==> config.mk <==
export PLATFORM = sky130hd
export DESIGN_NAME = freq_ctrl_flat
export DESIGN_NICKNAME = d
export VERILOG_FILES = /design/src/rtl/freq_ctrl_if.sv /design/src/rtl/freq_ctrl.sv /design/src/flat_wrapper.sv
export SDC_FILE = /design/constraint.sdc
export NUM_CORES = 1
export LEC_CHECK = 0
export ABC_AREA = 1
export BUFFER_PORTS_ARGS = -buffer_cell sky130_fd_sc_hd__clkbuf_2
export CAP_MARGIN = 20
export CELL_PAD_IN_SITES_DETAIL_PLACEMENT = 1
export CELL_PAD_IN_SITES_GLOBAL_PLACEMENT = 2
export CORE_AREA = 2 2 47 60
export DETAILED_ROUTE_END_ITERATION = 6
export DIE_AREA = 0 0 49 62
export GPL_TIMING_DRIVEN = 0
export PLACE_DENSITY = 0.81
export SLEW_MARGIN = 20
export SYNTH_ARGS = -nofsm -noshare
export SYNTH_HDL_FRONTEND = slang
export SYNTH_SLANG_ARGS = --single-unit
==> constraint.sdc <==
create_clock -name ref_clk -period 1.2 [get_ports ref_clk]
set_input_delay 0.24 -clock ref_clk [delete_from_list [all_inputs] [get_ports ref_clk]]
set_output_delay 0.24 -clock ref_clk [all_outputs]
set_load 0.01 [all_outputs]
==> src/rtl/freq_ctrl_if.sv <==
// rtl/freq_ctrl_if.sv - datapath/switch signal bundle between freq_ctrl and its neighbours
interface freq_ctrl_if;
    logic       kcalc;
    logic       cout;
    logic [7:0] k;
    logic [2:0] n_sw;
    logic [2:0] n;
    logic       LdCnt;
    logic       counten;
    logic       fault;
    logic       locked;

    modport master (
        output kcalc, cout, k, n_sw,
        input  n, LdCnt, counten, fault, locked
    );

    modport slave (
        input  kcalc, cout, k, n_sw,
        output n, LdCnt, counten, fault, locked
    );
endinterface

==> src/rtl/freq_ctrl.sv <==
// rtl/freq_ctrl.sv - ref_clk-domain synthesiser control FSM; lock detect enabled by FREQ_CTRL_LOCK_EN
module freq_ctrl #(
    parameter int LOCK_CNT = 4,
    parameter int LOCK_TOL = 1
) (
    input  logic          ref_clk,
    input  logic          rst,
    freq_ctrl_if.slave    bus
);

    typedef enum logic [2:0] {
        IDLE  = 3'd0,
        CHECK = 3'd1,
        LOAD  = 3'd2,
        COUNT = 3'd3,
        FAULT = 3'd4
    } state_t;

    state_t     state_q, state_d;
    logic       kcalc_q;
    logic [2:0] n_s1_q;
    logic [2:0] n_s_q;
    logic [2:0] n_q, n_d;
    logic       fault_q, fault_d;
    logic       krise;
    logic       nchg;
    logic       k_bad;

    assign krise = bus.kcalc & ~kcalc_q;
    assign nchg  = (n_s_q != n_q);
    assign k_bad = (bus.k < 8'd2);

    // kcalc edge-detect history and two-flop capture of the switch selector
    always_ff @(posedge ref_clk or posedge rst) begin
        if (rst) begin
            kcalc_q <= 1'b0;
            n_s1_q  <= 3'd0;
            n_s_q   <= 3'd0;
        end else begin
            kcalc_q <= bus.kcalc;
            n_s1_q  <= bus.n_sw;
            n_s_q   <= n_s1_q;
        end
    end

    // FSM state register
    always_ff @(posedge ref_clk or posedge rst) begin
        if (rst) begin
            state_q <= IDLE;
        end else begin
            state_q <= state_d;
        end
    end

    // FSM next state; in COUNT a new measurement outranks reload, which outranks a selector change
    always_comb begin
        state_d = state_q;
        case (state_q)
            IDLE:  if (krise) state_d = CHECK;
            CHECK: state_d = k_bad ? FAULT : LOAD;
            LOAD:  state_d = COUNT;
            COUNT: begin
                if (krise)         state_d = CHECK;
                else if (bus.cout) state_d = LOAD;
                else if (nchg)     state_d = CHECK;
            end
            FAULT: if (krise) state_d = CHECK;
            default: state_d = IDLE;
        endcase
    end

    // FSM Moore outputs: load strobe only in LOAD, counting only in COUNT
    always_comb begin
        bus.LdCnt   = (state_q == LOAD);
        bus.counten = (state_q == COUNT);
    end

    // selector and fault flag only move when a measurement is judged in CHECK
    always_comb begin
        n_d     = n_q;
        fault_d = fault_q;
        if (state_q == CHECK) begin
            fault_d = k_bad;
            if (!k_bad) begin
                n_d = n_s_q;
            end
        end
    end

    // selector and fault registers
    always_ff @(posedge ref_clk or posedge rst) begin
        if (rst) begin
            n_q     <= 3'd0;
            fault_q <= 1'b0;
        end else begin
            n_q     <= n_d;
            fault_q <= fault_d;
        end
    end

    assign bus.n     = n_q;
    assign bus.fault = fault_q;

`ifdef FREQ_CTRL_LOCK_EN
    localparam logic [2:0] LOCK_CNT_W = 3'(LOCK_CNT);
    localparam logic [7:0] LOCK_TOL_W = 8'(LOCK_TOL);

    logic [7:0] k_prev_q, k_prev_d;
    logic [7:0] k_diff;
    logic [2:0] match_q, match_d;
    logic       locked_q, locked_d;

    // consecutive-match counting; a bad measurement restarts the run
    always_comb begin
        k_prev_d = k_prev_q;
        match_d  = match_q;
        k_diff   = (bus.k >= k_prev_q) ? (bus.k - k_prev_q) : (k_prev_q - bus.k);
        if (state_q == CHECK) begin
            if (k_bad) begin
                match_d = 3'd0;
            end else begin
                k_prev_d = bus.k;
                if (k_diff <= LOCK_TOL_W) begin
                    match_d = (match_q >= LOCK_CNT_W) ? match_q : match_q + 3'd1;
                end else begin
                    match_d = 3'd0;
                end
            end
        end
        locked_d = (match_d == LOCK_CNT_W);
    end

    // lock-detect registers
    always_ff @(posedge ref_clk or posedge rst) begin
        if (rst) begin
            k_prev_q <= 8'd0;
            match_q  <= 3'd0;
            locked_q <= 1'b0;
        end else begin
            k_prev_q <= k_prev_d;
            match_q  <= match_d;
            locked_q <= locked_d;
        end
    end

    assign bus.locked = locked_q;
`else
    logic unused_lock_cfg;
    assign unused_lock_cfg = ^{LOCK_CNT, LOCK_TOL};
    assign bus.locked      = 1'b0;
`endif

endmodule

==> src/flat_wrapper.sv <==
// flat-port wrapper written by rule: the top's interface ports become plain ports
module freq_ctrl_flat 
#(
    parameter int LOCK_CNT = 4,
    parameter int LOCK_TOL = 1
)
  (ref_clk, rst, bus_kcalc, bus_cout, bus_k, bus_n_sw, bus_n, bus_LdCnt, bus_counten, bus_fault, bus_locked);
  freq_ctrl_if bus_i ();
  input  logic ref_clk;
  input  logic rst;
  input wire logic [$bits(bus_i.kcalc)-1:0] bus_kcalc;
  input wire logic [$bits(bus_i.cout)-1:0] bus_cout;
  input wire logic [$bits(bus_i.k)-1:0] bus_k;
  input wire logic [$bits(bus_i.n_sw)-1:0] bus_n_sw;
  output wire logic [$bits(bus_i.n)-1:0] bus_n;
  output wire logic [$bits(bus_i.LdCnt)-1:0] bus_LdCnt;
  output wire logic [$bits(bus_i.counten)-1:0] bus_counten;
  output wire logic [$bits(bus_i.fault)-1:0] bus_fault;
  output wire logic [$bits(bus_i.locked)-1:0] bus_locked;
  assign bus_i.kcalc = bus_kcalc;
  assign bus_i.cout = bus_cout;
  assign bus_i.k = bus_k;
  assign bus_i.n_sw = bus_n_sw;
  assign bus_n = bus_i.n;
  assign bus_LdCnt = bus_i.LdCnt;
  assign bus_counten = bus_i.counten;
  assign bus_fault = bus_i.fault;
  assign bus_locked = bus_i.locked;
  freq_ctrl #(.LOCK_CNT(LOCK_CNT), .LOCK_TOL(LOCK_TOL)) u_core (.ref_clk(ref_clk), .rst(rst), .bus(bus_i));
endmodule
After elaboration in Yosys (flattened, before gate mapping)
Index checks and enable logic that the tools add are counted.
Word-level totals
  flip-flop bits (word level): 14
  latch bits: 0
  memory bits (writable): 0
  memory bits (read-only): 0
  input bits: 15
  output and inout port bits: 7
  memories: 0
Operators by class
  add/subtract/negate cells: 0
  multiply operators: 0
  divide/modulo/power cells: 0
  magnitude comparators: 1
  equal/unequal tests: 7
  shift operators: 0
  mux-type cells: 6
  bitwise operators: 3
  reductions and logical operators: 4
Operator list (number)
  $mux 3: 5
  $pmux 3 s4: 1
  $lt 8x2->1 const B: 1
  $eq 3x2->1 const B: 2
  $ne 4x2->1 const B: 1
  $reduce_and 2->1: 2
  $eq 3x1->1 const B: 1
  $eq 3x3->1 const B: 1
  $logic_not 3->1: 1
  $ne 3x3->1: 1
  $ne 2x1->1 const B: 1
  $not 1->1: 2
  $reduce_or 2->1: 1
  $and 1x1->1: 1

Logic depth before layout (Yosys ltp)
Gate-level depths: netlist of run 1.
  depth after elaboration: 5
  gate-level depth with buffers: 8

Least setup slack after synthesis of run 1
OpenSTA, ideal clock, no wires.
  kind: input to register
  start: in bus_k[2]
  end: reg u_core.state_q[1]
  data arrival time: 0.876 ns
  slack: 0.206 ns
  stages on the path: 7
  path buffers: 0
  cells stage by stage: inv_1 > nand2_1 > or2_4 > o21ai_4 > inv_2 > nor2_2 > nand2_1
On the way
  cells in the longest elaborated chain, start to end: 3
RTL lines
  from (decl): line flat_wrapper.sv:13  | input wire logic [$bits(bus_i.k)-1:0] bus_k;
  $lt 8x2->1: line freq_ctrl.sv:31  | assign k_bad = (bus.k < 8'd2);
  $mux 3: line freq_ctrl.sv:60  | CHECK: state_d = k_bad ? FAULT : LOAD;
  $pmux 3 s4: line freq_ctrl.sv:58  | case (state_q)
  to (signal assigned): line freq_ctrl.sv:51  | state_q <= state_d;
  to (decl): line freq_ctrl.sv:19  | state_t state_q, state_d;
Every way passes these cells.
A chain may end at the register's enable or synchronous reset.

Worst setup path after layout of run 1
  start: reg u_core.state_q[2]
  end: out bus_LdCnt
On the way
  cells in the longest elaborated chain, start to end: 1
RTL lines
  $eq 3x2->1: line freq_ctrl.sv:74  | bus.LdCnt = (state_q == LOAD);
  to (decl): line flat_wrapper.sv:16  | output wire logic [$bits(bus_i.LdCnt)-1:0] bus_LdCnt;
Every way passes these cells.

==> flow_summary_export.csv, run 1 <==
group,metric,value,unit
clocking,clock_path_buffers,2,
setup_path,crit_fanout,3,
synthesis,netlist_area,619.3,µm²
sta,min_period,1.295,ns
sta,slew_viol_final,0,
sta,worst_pin_slew,0.5303,ns
die,die_h,62,µm
sta,clock_skew,0.007543,ns
setup_path,start_kind,"register",
setup_path,crit_path_end_kind,"output port",
routing,totalWireLength,1359,µm
setup_path,endpoint,"bus_LdCnt",
setup_path,path_class,"reg -> out",
sta,slew_headroom,0.6461,
power,leakage,0.4960,nW
sta,timing.final.ws_setup,-0.09493,ns
sta,final.setup.tns,-0.1782,ns
layout,diodes,0,
global_routing,antenna_found_initial,0,
sta,timing.final.crit_share,1.079,
synthesis,synth_area_leaders,"dfrtp_1 57%, nand2_1 13%, inv_1 7.9%",
outcome,status,"finished, violations left",
global_routing,grt_pass1_wl,2346,µm
setup_path,critPathLaunch,"u_core.state_q[2]",
global_routing,overflow,0,
die,placementRows,21,
clocking,clock_latency,0.29,ns
setup_path,cp_data_required_time,0.96,ns
placed_design,post-place-cells,127,
synthesis,synth_top_cell_by_area,"dfrtp_1",
power,ir_drop,0.0005530,V
routing,wl_per_cell,9.777,µm
placed_design,port_buffers,19,
layout,area_delta_synth_final,43.84,%
hold_path,hold_class,"in -> reg",
layout,fillers,320,
die,core_area,2549,µm²
global_routing,grt_max_degree,15,
run,cap_violations,0,
clocking,cts_root_buffer,"clkbuf_4",
setup_path,r2r_cells,8,
setup_path,rrSetupSlack,0.05,ns
clocking,cts_tree,"done",
synthesis,synth_top_area_frac,0.5657,
global_routing,grt_pass1_vias,581,
die,start_util,0.2430,
synthesis,synth-seq-area-share,0.5657,
sta,hold_violations,0,
sta,rsz0062_at_grt,"yes",
clocking,htreeDepth,1,
placed_design,globalplace.congestion,0.7285,
layout,nets,121,
power,cellPowerDensity,2047,nW/µm²
routing,post-route-drc-count,0,
sta,finalSetupViolations,2,
synthesis,postSynthAreaPerCell,8.370,µm²
placed_design,hpwl,1030,µm
setup_path,r2r_start,"u_core.state_q[2]",
clocking,path_clk_slew,0.09,ns
die,die_area,3038,µm²
global_routing,grt_use_total,0.1090,
routing,drt-vias-per-instance,4.115,
synthesis,netlist_instances,74,
sta,fmax,772.2,MHz
hold_path,worstHoldStart,"bus_n_sw[0]",
synthesis,ys_seq_elements,14,
layout,finalNonFillerCells,139,
layout,multi_input_area,231.5,µm²
setup_path,regToRegEndpoint,"u_core.state_q[2]",
layout,drive_gt1_frac,0.4286,
routing,vias,572,
routing,detailedRoute.firstPassIterationCount,3,
die,dieWidth,49,µm
clocking,cts.sinks,14,
outcome,violations,"setup timing",
clocking,numCtsBuffers,3,
synthesis,syn-num-nets,89,
sta,holdWs,0.05656,ns
setup_path,arrival,1.05,ns
die,ios,22,
routing,ant_nets,0,
routing,drtIter0Drc,1,
layout,seqCellArea,352.8,µm²
synthesis,yosysWarnings,0,
synthesis,ys_types,16,
registers in the layout, indices dropped and copies added, names as in the netlist:
register and cells:
u_core.n_s_q 3, u_core.n_s1_q 3, u_core.kcalc_q 1, u_core.bus.fault 1, u_core.state_q 3, u_core.bus.n 3
synthesized netlist by cell type, drive strengths merged:
cell / n
nand2: 21
dfrtp: 14
inv: 14
nor2: 10
nand3: 5
o21ai: 3
a21oi: 2
a211oi: 1
buf: 1
conb: 1
or2: 1
xnor2: 1
logic make-up (layout without fill, tap and decap cells):
group                  after synthesis  in the layout  share of synthesized area
AO/OA/AOI/OAI                        6              6                    0.07070
other                                1              1                   0.006055
AND/OR/NAND/NOR                     37             37                     0.2465
buffers and inverters               15             46                    0.09697
flip-flops                          14             14                     0.5657
XOR/XNOR                             1              1                    0.01414
worst max-delay path, cell delays in order (launching register included):
cell,delay (ns)
dfrtp_1,0.40
inv_2,0.09
nand2_2,0.08
nor2_4,0.10
buf_6,0.10
how the worst min path moves through the flow:
stage / endpoint / slack (ns) / cells after the start
2_1_floorplan: u_core.bus.fault / 0.13 / 1
3_3_place_gp: u_core.n_s1_q[2] / 0.29 / 2
3_5_place_dp: u_core.n_s_q[2] / 0.30 / 2
4_1_cts: u_core.n_s1_q[0] / 0.04 / 1
5_1_grt: u_core.n_s1_q[2] / 0.04 / 1
6_report: u_core.n_s1_q[0] / 0.06 / 1
stage by stage:
| stage | total power, mW | instance area [µm²] | setup slack, ns | util |
|---|---|---|---|---|
| 6_report | 1.824 | 890.9 | -0.09493 | 0.3495 |
| 5_1_grt | 1.979 | 890.9 | -0.1582 | 0.3495 |
| 4_1_cts | 1.768 | 859.6 | -0.1360 | 0.3373 |
| 3_5_place_dp | 1.252 | 757.0 | 0.04002 | 0.2970 |
| 3_3_place_gp | 1.226 | 757.0 | 0.05508 | 0.2970 |
| 2_1_floorplan | 1.048 | 619.3 | 0.2064 | - |
cell type report:
cell class	instances	area share
flip-flops and latches	14	0.3961
multi-input cells	45	0.2598
repair buffers	27	0.1882
inverters	14	0.05899
well taps	34	0.04775
clock buffers	4	0.04073
plain buffers	1	0.008427
metal layers:
metal  global-route usage  vias to the layer above  wire length [µm]  share of wire
met4               0.1102                        0                58          0.043
met3              0.02153                        5                56          0.041
li1                     -                      282                 -              -
met1              0.09925                      268               481           0.35
met2               0.2055                       17               763           0.56
met5                    0                        -                 0              0
timing repair:
item / 4_1_cts / 5_1_grt
hold endpoints to repair: 14 / 0
pin swaps: 1 / 1
gates resized for setup: 6 / 8
setup buffers: 6 / 1
gates cloned: 0 / 0
setup endpoints to repair: 2 / 7
hold buffers: 1 / 0
placed cells by master (no fill, tap or decap):
master,count
nand2_1,20
clkbuf_2,18
dfrtp_1,12
inv_1,10
nor2_1,7
buf_4,7
inv_2,4
nand3_1,3
clkbuf_4,3
nand3_2,2
nor2_2,2
a21oi_1,2
buf_6,2
dfrtp_2,2
xnor2_1,1
nand2_2,1
or2_4,1
o21ai_4,1
o21ai_1,1
nor2_4,1
o21ai_0,1
a211oi_1,1
conb_1,1
clkbuf_8,1
dlygate4sd3_1,1
report_power, final:
part | internal (mW) | leakage (nW) | switching, mW
clock | 0.185 | 0.0210 | 0.165
combinational | 0.392 | 0.307 | 0.384
sequential | 0.577 | 0.168 | 0.120
total | 1.15 | 0.496 | 0.669
No activity file was read; power rests on OpenSTA's default activity.
==> inputs of run 2 (changes only) <==
CORE_AREA = 2 2 46 58   (was 2 2 47 60)
DIE_AREA = 0 0 48 60   (was 0 0 49 62)
HOLD_SLACK_MARGIN = 0.1   (was default)
PLACE_DENSITY = 0.84   (was 0.81)
REMOVE_ABC_BUFFERS = 1   (was default)
clock period = 1.6 ns   (was 1.2 ns; I/O delays follow)
==> run 2 against run 1 <==
The flow now finishes without violations; die area shrank 5.2%; final area shrank 11%; flip-flop and latch count is the same; worst setup slack gained 0.29 ns; clock power shrank 28%; register-to-register slack gained 0.51 ns; final cell count shrank 6.5%; wire length shrank 8.8%; power shrank 36%; worst hold slack gained 0.082 ns; clock skew shrank 0.0040 ns; largest cell class unchanged.
==> flow_summary_export.csv, run 2 (synthesized netlist as in run 1, its figures left out) <==
group,metric,value,unit
hold_path,whs_path_depth,1,
clocking,cts_setup_buffers,0,
clocking,clock_latency,0.28,ns
sta,clock_skew,0.003565,ns
routing,wl_per_cell,9.538,µm
global_routing,grt_max_degree,15,
layout,final_cell_area,794.5,µm²
setup_path,arrival,1.09,ns
sta,finalSetupViolations,0,
sta,fmax,709.3,MHz
clocking,clock_path_buffers,2,
run,cap_violations,0,
layout,multi_input_area,209.0,µm²
sta,holdWs,0.1390,ns
die,die_area,2880,µm²
placed_design,port_buffers,19,
power,swShare,0.3706,
sta,timing.final.ws_setup,0.1902,ns
sta,slew_headroom,0.6489,
clocking,cts.sinks,14,
hold_path,worstHoldStart,"bus_n_sw[2]",
setup_path,r2r_start,"u_core.state_q[1]",
placed_design,placed_area,748.2,µm²
placed_design,post-place-cells,125,
layout,nets,113,
layout,utilization,0.3342,
setup_path,crit_fanout,3,
power,comb_power_share,0.360,
layout,finalNonFillerCells,130,
setup_path,path_class,"reg -> out",
routing,post-route-drc-count,0,
layout,diodes,0,
routing,drt-vias-per-instance,4.054,
sta,slew_viol_final,0,
sta,min_period,1.410,ns
global_routing,grt_pass1_vias,538,
power,power_frac_seq,0.426,
clocking,cts_root_buffer,"clkbuf_4",
sta,final.setup.tns,0,ns
routing,ant_nets,0,
routing,detailedRoute.firstPassIterationCount,3,
hold_path,hold_path_end,"u_core.n_s1_q[2]",
power,p_int,0.7382,mW
sta,timing.final.crit_share,0.8811,
setup_path,start_kind,"register",
placed_design,globalplace.congestion,0.7530,
clocking,cts_tree,"done",
global_routing,antenna_found_initial,0,
die,core_area,2377,µm²
clocking,htreeDepth,1,
setup_path,path_cells,"inv_1 -> nand2_1 -> nor2_1 -> clkbuf_2",
global_routing,grt_use_total,0.1072,
power,ir_drop,0.0005417,V
routing,vias,527,
die,die_h,60,µm
layout,seqCellArea,350.3,µm²
layout,final_common_cell,"nand2_1",
layout,final_cell_mix,"21 x nand2_1, 19 x clkbuf_2, 14 x dfrtp_1",
layout,drive_gt1_frac,0.2784,
setup_path,slowest_stage,"dfrtp_1",
outcome,status,"completed",
setup_path,rrSetupSlack,0.56,ns
sta,rsz0062_at_grt,"no",
die,ios,22,
layout,area_delta_synth_final,28.28,%
power,power.total,1.173,mW
global_routing,grt_pass1_wl,2201,µm
hold_path,hold_class,"in -> reg",
die,dieWidth,48,µm
clocking,numCtsBuffers,3,
setup_path,r2r_cells,6,
power,clock_power_share,0.215,
setup_path,max_stage_delay,0.38,ns
power,leakage,0.4548,nW
routing,drtIter0Drc,3,
die,placementRows,20,
placed_design,dp_slack,0.3450,ns
routing,totalWireLength,1240,µm
power,switching_power,0.4347,mW
layout,fillers,300,
sta,hold_violations,0,
clocking,path_clk_slew,0.08,ns
setup_path,cp_data_required_time,1.28,ns
placed_design,hpwl,1014,µm
global_routing,overflow,0,
setup_path,regToRegEndpoint,"u_core.bus.n[2]",
setup_path,crit_path_end_kind,"output port",
die,start_util,0.2605,
power,cellPowerDensity,1476,nW/µm²
sta,worst_pin_slew,0.5260,ns
run 2: cell types whose count changed in the layout (fill, tap and decap cells not counted), sizes merged:
cell	change
buf	-9
clkbuf	+1
run 2: layout make-up:
type	instances	area share
inverter	14	0.06614
clock buffer	4	0.04567
sequential	14	0.4409
multi-input combinational	45	0.2630
timing repair buffer	20	0.1323
tap	33	0.05197
run 2: timing repair:
action                    CTS  global route
gates resized for setup     0             0
hold buffers                1             0
hold endpoints to repair   14             0
run 2: worst max-delay path, delay by kind of cell, from the launching register on:
| family | cells | cell delay [ns] |
|---|---|---|
| flops | 1 | 0.38 |
| buf+inv | 2 | 0.24 |
| simple gates | 2 | 0.20 |
run 2: power groups by stage:
| stage | registers (mW) | logic [mW] | clock network [mW] |
|---|---|---|---|
| 6_report | 0.499 | 0.422 | 0.252 |
| 5_1_grt | 0.515 | 0.491 | 0.281 |
| 4_1_cts | 0.502 | 0.434 | 0.257 |
| 3_5_place_dp | 0.509 | 0.428 | 0 |
| 3_3_place_gp | 0.503 | 0.412 | 0 |
| 2_1_floorplan | 0.511 | 0.273 | 0 |
run 2: worst max-delay path by stage:
stage,startpoint,end,cells after the start,slack (ns)
after global routing,u_core.state_q[2],bus_LdCnt,4,0.07
after detailed placement,bus_k[2],u_core.state_q[1],8,0.34
after CTS,u_core.state_q[2],bus_LdCnt,4,0.18
final,u_core.state_q[2],bus_LdCnt,4,0.19
after global placement,bus_k[2],u_core.state_q[1],8,0.38
after floorplan,bus_k[2],u_core.state_q[1],7,0.53
run 2: metal layers:
layer  GRT usage  wire (µm)  vias to the layer above
li1            -          -                      265
met1      0.1399        523                      241
met2      0.1638        619                       17
met3     0.02719         73                        4
met4     0.04633         24                        0
met5           0          0                        -
==> inputs of run 3 (changes only) <==
CORE_AREA = 4 4 48 60   (was 2 2 46 58)
DIE_AREA = 0 0 52 64   (was 0 0 48 60)
==> run 3 against run 2 <==
Via count decreased by 2.5%; combinational power about the same; power increased by 0.78%; critical path type unchanged; die area increased by 16%; critical path depth unchanged; global-route usage decreased by 1.1 points; utilization unchanged; clock skew decreased by 0.0013 ns; wire length increased by 7.1%.
==> flow_summary_export.csv, run 3 (synthesized netlist as in run 1, its figures left out) <==
group,metric,value,unit
outcome,status,"completed",
layout,diodes,0,
placed_design,post-place-cells,125,
setup_path,cp_data_required_time,1.28,ns
power,ir_drop,0.0005483,V
clocking,clock_path_buffers,2,
sta,finalSetupViolations,0,
die,ios,22,
layout,area_delta_synth_final,28.28,%
setup_path,max_stage_delay,0.39,ns
layout,seqCellArea,350.3,µm²
setup_path,critPathLaunch,"u_core.state_q[2]",
sta,final.setup.tns,0,ns
clocking,clock_latency,0.28,ns
power,power.total,1.182,mW
power,leakage,0.4548,nW
routing,detailedRoute.firstPassIterationCount,2,
clocking,numCtsBuffers,3,
global_routing,antenna_found_initial,0,
clocking,htreeDepth,1,
routing,post-route-drc-count,0,
clocking,cts_root_buffer,"clkbuf_4",
setup_path,path_class,"reg -> out",
routing,totalWireLength,1328,µm
sta,clock_skew,0.002269,ns
setup_path,path_delay_family,"flip-flops",
setup_path,rrSetupSlack,0.52,ns
run,cap_violations,0,
setup_path,regToRegEndpoint,"u_core.bus.n[2]",
clocking,cts_tree,"done",
clocking,cts.sinks,14,
setup_path,crit_buf_inv,2,
layout,drive_gt1_frac,0.2784,
global_routing,grt_max_degree,15,
setup_path,r2r_start,"u_core.state_q[2]",
sta,slew_headroom,0.6370,
sta,holdWs,0.1393,ns
setup_path,arrival,1.10,ns
layout,finalNonFillerCells,130,
layout,final_common_cell,"nand2_1",
die,die_h,64,µm
setup_path,crit_path_end_kind,"output port",
routing,drt-vias-per-instance,3.954,
global_routing,grt_pass1_vias,578,
sta,timing.final.crit_share,0.8905,
clocking,ctsResizeCount,0,
die,start_util,0.2605,
sta,hold_violations,0,
power,cellPowerDensity,1488,nW/µm²
setup_path,crit_fanout,3,
routing,ant_nets,0,
layout,final_cell_mix,"21 x nand2_1, 19 x clkbuf_2, 14 x dfrtp_1",
layout,fillers,316,
routing,vias,514,
routing,wl_per_cell,10.22,µm
clocking,path_clk_slew,0.09,ns
setup_path,slowest_stage,"dfrtp_1",
global_routing,grt_use_total,0.09635,
placed_design,hpwl,1066,µm
global_routing,grt_pass1_wl,2380,µm
global_routing,overflow,0,
layout,multi_input_area,209.0,µm²
die,dieWidth,52,µm
layout,nets,113,
sta,worst_pin_slew,0.5438,ns
setup_path,start_kind,"register",
setup_path,path_cells,"inv_1 -> nand2_1 -> nor2_1 -> clkbuf_2",
sta,min_period,1.425,ns
placed_design,port_buffers,19,
routing,drtIter0Drc,2,
sta,rsz0062_at_grt,"no",
sta,slew_viol_final,0,
die,placementRows,20,
sta,fmax,701.9,MHz
setup_path,critical_path_depth,4,
die,die_area,3328,µm²
setup_path,r2r_cells,6,
setup_path,endpoint,"bus_LdCnt",
placed_design,globalplace.congestion,0.7295,
die,core_area,2377,µm²
hold_path,hold_class,"in -> reg",
-- run 3: worst min-delay path by stage --
stage,startpoint,to,slack [ns],cells past startpoint
2_1_floorplan,rst,u_core.bus.fault,0.21,1
3_3_place_gp,u_core.n_s1_q[0],u_core.n_s_q[0],0.33,0
3_5_place_dp,u_core.n_s1_q[1],u_core.n_s_q[1],0.34,0
4_1_cts,bus_n_sw[1],u_core.n_s1_q[1],0.13,1
5_1_grt,bus_n_sw[1],u_core.n_s1_q[1],0.11,1
6_report,bus_n_sw[2],u_core.n_s1_q[2],0.14,1
-- run 3: power by group --
part | internal [mW] | total, mW | switching (mW)
sequential | 0.428 | 0.500 | 0.0718
clock | 0.138 | 0.257 | 0.119
combinational | 0.172 | 0.425 | 0.253
total | 0.738 | 1.18 | 0.444
-- run 3: what timing repair did --
item	in CTS	in global routing
setup buffers	0	0
hold buffers	1	0
hold endpoints to repair	14	0
-- run 3: worst reg2reg max path: stages (launching register included) --
cell and delay [ns]:
dfrtp_1 0.39, inv_1 0.09, nand3_1 0.12, inv_1 0.14, o21ai_4 0.10, nand2_1 0.07, o21ai_1 0.07
-- run 3: metal layers --
metal / vias up / routed length [µm] / GRT usage
met4: 0 / 0 / 0.03934
li1: 265 / - / -
met5: - / 0 / 0
met1: 234 / 537 / 0.1054
met3: 0 / 94 / 0.03497
met2: 15 / 696 / 0.1635
-- run 3: layout make-up --
type | instances | area share
clock buffers | 4 | 0.04567
repair buffers | 20 | 0.1323
well taps | 33 | 0.05197
flip-flops and latches | 14 | 0.4409
inverters | 14 | 0.06614
multi-input cells | 45 | 0.2630
-- run 3: through the flow --
stage / area [µm²] / utilization / setup slack (ns)
floorplan: 611.8 / - / 0.5264
global placement: 748.2 / 0.3147 / 0.3754
detailed placement: 748.2 / 0.3147 / 0.3438
CTS: 794.5 / 0.3342 / 0.1364
global route: 794.5 / 0.3342 / 0.03187
finish: 794.5 / 0.3342 / 0.1752
